**config.mk**
```make
export PLATFORM = sky130hd
export DESIGN_NAME = vmac_sequencer
export DESIGN_NICKNAME = d
export VERILOG_FILES = /design/src/rtl/vmac_pkg.sv /design/src/rtl/vmac_lane_mul.sv /design/src/rtl/vmac_sequencer.sv
export SDC_FILE = /design/constraint.sdc
export NUM_CORES = 1
export LEC_CHECK = 0
export CORE_MARGIN = 2
export CORE_UTILIZATION = 40
export CTS_CLUSTER_DIAMETER = 100
export DETAILED_ROUTE_END_ITERATION = 12
export SYNTH_ARGS = -nofsm -noshare
export SYNTH_HDL_FRONTEND = slang
export SYNTH_SLANG_ARGS = --single-unit
```
**constraint.sdc**
```tcl
create_clock -name clk -period 5.3 [get_ports clk]
set_input_delay 0.53 -clock clk [delete_from_list [all_inputs] [get_ports clk]]
set_output_delay 0.53 -clock clk [all_outputs]
set_load 0.01 [all_outputs]
```
**src/rtl/vmac_pkg.sv**
```systemverilog
// Shared definitions for the packed-SIMD VMAC unit: instruction encoding,
// lane operation codes and the sequencer state type.
package vmac_pkg;

    localparam logic [6:0] VMAC_OPCODE = 7'h5B;
    localparam logic [2:0] VMAC_FUNCT3 = 3'b001;

    typedef enum logic [1:0] {
        VMAC_PVADD       = 2'b00,
        VMAC_PVMUL       = 2'b01,
        VMAC_PVMAC       = 2'b10,
        VMAC_PVMUL_UPPER = 2'b11
    } vmac_op_t;

    typedef enum logic [1:0] {
        ST_IDLE = 2'b00,
        ST_EXEC = 2'b01,
        ST_DONE = 2'b10
    } vmac_state_t;

endpackage

```
**src/rtl/vmac_lane_mul.sv**
```systemverilog
// Combinational signed LANE_W x LANE_W multiplier producing the full
// 2*LANE_W-bit product; one instance per lane multiplied per EXEC cycle.
module vmac_lane_mul #(
    parameter int LANE_W = 8
) (
    input  logic [LANE_W-1:0]   a,
    input  logic [LANE_W-1:0]   b,
    output logic [2*LANE_W-1:0] prod
);

    logic [2*LANE_W-1:0] a_ext;
    logic [2*LANE_W-1:0] b_ext;

    // Sign-extend both operands to the product width so the truncated
    // unsigned multiply yields the exact two's complement product.
    always_comb begin
        a_ext = {{LANE_W{a[LANE_W-1]}}, a};
        b_ext = {{LANE_W{b[LANE_W-1]}}, b};
        prod  = a_ext * b_ext;
    end

endmodule

```
**src/rtl/vmac_sequencer.sv**
```systemverilog
// Multi-cycle issue/sequencing controller for the packed-SIMD VMAC unit.
// Accepts one decoded op, time-multiplexes MULS_PER_CYCLE lane multipliers
// across all lanes, and hands the packed result to writeback.
module vmac_sequencer
    import vmac_pkg::*;
#(
    parameter int XLEN           = 32,
    parameter int LANES          = 4,
    parameter int MULS_PER_CYCLE = 1
) (
    input  logic            clk,
    input  logic            rst_n,
    input  logic            issue_valid,
    output logic            issue_ready,
    input  logic [1:0]      issue_op,
    input  logic [4:0]      issue_rd,
    input  logic [XLEN-1:0] src_a,
    input  logic [XLEN-1:0] src_b,
    input  logic [XLEN-1:0] src_c,
    input  logic            flush,
    output logic            wb_valid,
    input  logic            wb_ready,
    output logic [4:0]      wb_rd,
    output logic [XLEN-1:0] wb_data,
    output logic            busy
);

    localparam int LANE_W = XLEN / LANES;
    localparam int NCYC   = LANES / MULS_PER_CYCLE;
    localparam int CNT_W  = (NCYC > 1) ? $clog2(NCYC) : 1;
    localparam int LIDX_W = (LANES > 1) ? $clog2(LANES) : 1;

    vmac_state_t state;
    vmac_state_t state_next;
    logic        accept;

    logic [CNT_W-1:0] cnt;
    vmac_op_t         op_reg;
    logic [4:0]       rd_reg;

    logic [LANE_W-1:0] a_in    [LANES];
    logic [LANE_W-1:0] b_in    [LANES];
    logic [LANE_W-1:0] c_in    [LANES];
    logic [LANE_W-1:0] a_reg   [LANES];
    logic [LANE_W-1:0] b_reg   [LANES];
    logic [LANE_W-1:0] c_reg   [LANES];
    logic [LANE_W-1:0] res_reg [LANES];

    logic [LIDX_W-1:0]   sel_idx  [MULS_PER_CYCLE];
    logic [LANE_W-1:0]   mul_a    [MULS_PER_CYCLE];
    logic [LANE_W-1:0]   mul_b    [MULS_PER_CYCLE];
    logic [LANE_W-1:0]   mul_c    [MULS_PER_CYCLE];
    logic [2*LANE_W-1:0] prod     [MULS_PER_CYCLE];
    logic [LANE_W-1:0]   lane_res [MULS_PER_CYCLE];

    // Lane 0 occupies the least significant LANE_W bits of every packed word.
    for (genvar i = 0; i < LANES; i++) begin : g_lane
        assign a_in[i] = src_a[i*LANE_W +: LANE_W];
        assign b_in[i] = src_b[i*LANE_W +: LANE_W];
        assign c_in[i] = src_c[i*LANE_W +: LANE_W];
        assign wb_data[i*LANE_W +: LANE_W] = res_reg[i];
    end

    for (genvar m = 0; m < MULS_PER_CYCLE; m++) begin : g_mul
        vmac_lane_mul #(
            .LANE_W (LANE_W)
        ) u_lane_mul (
            .a    (mul_a[m]),
            .b    (mul_b[m]),
            .prod (prod[m])
        );
    end

    assign wb_rd = rd_reg;

    // State register; reset abandons any in-flight op.
    always_ff @(posedge clk or negedge rst_n) begin
        if (!rst_n) begin
            state <= ST_IDLE;
        end else begin
            state <= state_next;
        end
    end

    // Next-state and handshake outputs; flush overrides everything and also
    // masks wb_valid so a same-cycle writeback handshake cannot complete.
    always_comb begin
        state_next  = state;
        accept      = 1'b0;
        issue_ready = (state == ST_IDLE);
        busy        = (state != ST_IDLE);
        wb_valid    = (state == ST_DONE) && !flush;
        case (state)
            ST_IDLE: begin
                if (issue_valid && !flush) begin
                    accept     = 1'b1;
                    state_next = (vmac_op_t'(issue_op) == VMAC_PVADD) ? ST_DONE : ST_EXEC;
                end
            end
            ST_EXEC: begin
                if (cnt == CNT_W'(NCYC - 1)) begin
                    state_next = ST_DONE;
                end
            end
            ST_DONE: begin
                if (wb_ready) begin
                    state_next = ST_IDLE;
                end
            end
            default: state_next = ST_IDLE;
        endcase
        if (flush) begin
            state_next = ST_IDLE;
        end
    end

    // Select this cycle's lanes for the multipliers and form each lane result.
    always_comb begin
        for (int m = 0; m < MULS_PER_CYCLE; m++) begin
            sel_idx[m] = LIDX_W'(int'(cnt) * MULS_PER_CYCLE + m);
            mul_a[m]   = a_reg[sel_idx[m]];
            mul_b[m]   = b_reg[sel_idx[m]];
            mul_c[m]   = c_reg[sel_idx[m]];
            case (op_reg)
                VMAC_PVMUL:       lane_res[m] = prod[m][LANE_W-1:0];
                VMAC_PVMUL_UPPER: lane_res[m] = prod[m][2*LANE_W-1:LANE_W];
                VMAC_PVMAC:       lane_res[m] = mul_c[m] + prod[m][LANE_W-1:0];
                default:          lane_res[m] = mul_a[m] + mul_b[m];
            endcase
        end
    end

    // Operand capture on accept (PVADD completes all lanes at once), then
    // one group of lanes written back into the result register per EXEC cycle.
    always_ff @(posedge clk or negedge rst_n) begin
        if (!rst_n) begin
            cnt    <= '0;
            op_reg <= VMAC_PVADD;
            rd_reg <= '0;
            for (int i = 0; i < LANES; i++) begin
                a_reg[i]   <= '0;
                b_reg[i]   <= '0;
                c_reg[i]   <= '0;
                res_reg[i] <= '0;
            end
        end else if (accept) begin
            cnt    <= '0;
            op_reg <= vmac_op_t'(issue_op);
            rd_reg <= issue_rd;
            for (int i = 0; i < LANES; i++) begin
                a_reg[i] <= a_in[i];
                b_reg[i] <= b_in[i];
                c_reg[i] <= c_in[i];
                if (vmac_op_t'(issue_op) == VMAC_PVADD) begin
                    res_reg[i] <= a_in[i] + b_in[i];
                end
            end
        end else if (state == ST_EXEC && !flush) begin
            for (int m = 0; m < MULS_PER_CYCLE; m++) begin
                res_reg[sel_idx[m]] <= lane_res[m];
            end
            cnt <= cnt + 1'b1;
        end
    end

endmodule

```
==> flow_summary.json <==
{
  "outcome": "finished with violations",
  "violations": "setup timing",
  "via_per_inst": 5.171,
  "grt_max_degree": 98,
  "synth_cells": 1156,
  "fin_crit_sh_pct": 102.3,
  "ff2ff_setup_slack_ns": -0.12,
  "root_buffer": "clkbuf_16",
  "netlist_area_mm2": 0.01042,
  "clock_path_buffers": 2,
  "final_common_cell": "nand2_1",
  "numCtsBuffers": 17,
  "diodes": 0,
  "final_antenna_net_count": 0,
  "tns_ns": -1.066,
  "crit_path_start": "cnt[0]",
  "track_usage_pct": 24.43,
  "worst_slew_pin_slew_ns": 0.9190,
  "finalMaxSlewViolations": 0,
  "critPathRequiredTime_ns": 5.68,
  "dieArea_mm2": 0.02736,
  "hold_viol": 0,
  "io_pins": 148,
  "wl_um": 32100,
  "syn_area_per_cell_um2": 9.015,
  "vias": 8956,
  "crit_path_frequent_cell": "fa_1",
  "holdBufCountCts": 0,
  "grt_pass1_wl_um": 50090,
  "clkLatencyLatePin_ns": 0.44,
  "yosysSeqAreaShare_pct": 33.38,
  "fin_ws_ns": -0.1245,
  "drv_cap": 0,
  "grt_pass1_vias": 9186,
  "slew_headroom_pct": 38.74,
  "antenna_found_initial": 0,
  "route.detailed.drc": 0,
  "dp_hpwl_um": 24670,
  "slowest_delay_ns": 0.60,
  "placementRows": 59,
  "crit_chain": "buf_6 -> buf_12 -> mux4_2 -> and2_4 -> fa_1 -> inv_2 -> fa_1 -> inv_2 -> fa_1 -> inv_1 -> fa_1 -> inv_2 -> ha_4 -> or3_4 -> o211ai_1 -> a21oi_1 -> xnor2_1 -> o211a_4 -> or2_1 -> a21oi_2",
  "syn_nets": 1401,
  "yosysWarnings": 0,
  "fmax_mhz": 184.4,
  "initial_utilization_pct": 40.33,
  "synth_edf_count": 0,
  "cp_max_fo": 5,
  "io_buffers": 147,
  "final_nets": 1629,
  "synth_flop_cell": "dfrtp_1",
  "startpoint_type": "flop",
  "die_x_um": 165.4,
  "yosys.cell_types.count": 58,
  "wl_per_cell_um": 18.54,
  "period_minus_slack_ns": 5.424,
  "crit_family": "adder cells",
  "setup_viol": 15,
  "clkTransAtPathRegs_ns": 0.08,
  "drt_pre_antenna_iters": 6,
  "gr-total-overflow": 0,
  "final_layout_size_suffix_gt1_share_pct": 18.54,
  "cts_sinks": 139,
  "gp_congestion": 0.8861,
  "rsz0062_at_grt": "yes",
  "timing.rr.start": "cnt[0]",
  "crit_slowest_cell": "mux4_2",
  "final_cell_mix": "nand2_1, clkdlybuf4s50_1, dfrtp_1",
  "area_delta_synth_final_pct": 35.57,
  "crit_path_end_kind": "flop",
  "fp.coreArea_mm2": 0.02584,
  "ys_async_sr_fraction_pct": 100.0,
  "die_h_um": 165.4,
  "tritoncts": "done",
  "worstPathArrival_ns": 5.80,
  "drt_iter0_markers": 682,
  "hold_class": "input port to asynchronous set/reset pin",
  "critPathBufInv": 6,
  "clock_skew_ns": 0.02047,
  "critPathKind": "flop to flop",
  "htreeDepth": 4,
  "ys_ff_latch": 139
}
area by class of cell:
cell class	count	area (µm²)
fill	2411	11710
multi-input combinational	863	6809
sequential	139	3480
timing repair buffer	247	2369
inverter	116	437.9
clock buffer	17	425.4
tap	335	419.2
clock inverter	15	188.9
worst register-to-register path, delay by kind of cell (launching register included):
| kind | cells | cell delay [ns] |
|---|---|---|
| AOI/OAI and AO/OA | 4 | 0.84 |
| xor gates and xnor gates | 1 | 0.15 |
| adders and majority gates | 5 | 2.19 |
| buffers and inverters | 6 | 0.45 |
| DFF | 1 | 0.38 |
| muxes | 1 | 0.60 |
| and+or+nand+nor | 3 | 0.77 |
repair_timing:
action / in CTS / in global routing
pin swaps: 61 / 41
gates cloned: 1 / 0
setup buffers: 16 / 10
resized for setup: 91 / 44
setup endpoints to repair: 32 / 32
synth_stat cells, drive strengths merged (3+ instances only):
cell	number	area share, %
nor3	11	0.53
clkbuf	24	0.86
mux4	24	5.3
and3	3	0.18
buf	14	0.71
o2bb2ai	4	0.34
nand2	324	12
o21ai	47	2.3
xnor2	27	2.3
nand2b	7	0.42
o31ai	3	0.22
nor2b	11	0.66
and2	42	2.5
a21oi	45	2.2
inv	116	4.2
or2	4	0.24
a21o	11	0.79
o22ai	6	0.36
ha	76	9.1
a22oi	8	0.58
fa	61	12
nand3	6	0.29
mux2i	3	0.29
o21a	15	1.1
dfrtp	139	33
xor2	21	1.8
nor2	52	1.9
o21bai	5	0.36
a22o	3	0.25
a211oi	9	0.65
a221o	3	0.29
a221oi	6	0.50
per-stage QoR:
step	setup slack, ns	hold WS, ns	util [%]	instances	instance area (µm²)
4_1_cts	-0.1320	0.2248	53.82	1724	13910
2_1_floorplan	0.0001430	0.2344	-	1156	10460
6_report	-0.1245	0.1746	54.68	1732	14130
5_1_grt	-0.3034	0.2683	54.68	1732	14130
3_5_place_dp	-0.3205	0.4582	49.57	1677	12810
3_3_place_gp	-0.2559	0.4543	49.57	1677	12810
path summary, 6_finish.rpt:
kind / endpoint / cells past startpoint
setup / recovery: wb_data[15] / 20
hold / removal: state[1] / 1
setup reg to reg: wb_data[15] / 20
hold reg to reg: b_reg[8] / 2
max in group asynchronous: b_reg[5] / 2
min in group clk: b_reg[8] / 2
per-layer routing:
layer | part of all wire [%] | track usage [%] | routed length (µm) | up-vias
met2 | 47 | 40.09 | 15120 | 274
met4 | 2.0 | 6.466 | 629 | 0
met5 | 0 | 0 | 0 | -
met1 | 46 | 34.13 | 14620 | 4388
met3 | 5.4 | 3.447 | 1732 | 46
li1 | - | - | - | 4248
logic make-up (layout without fill, tap and decap cells):
group	count (synthesis)	count (layout)	synth area share, %
xor gates and xnor gates	49	49	4.250
muxes	28	28	5.655
and+or+nand+nor	469	469	19.04
AOI/OAI and AO/OA	180	180	11.08
adders and majority gates	137	137	20.84
buffers and inverters	154	395	5.751
DFF	139	139	33.38
Power is not shown: default switching activity piles up to over one toggle a cycle in this logic, so the estimate is an artifact.
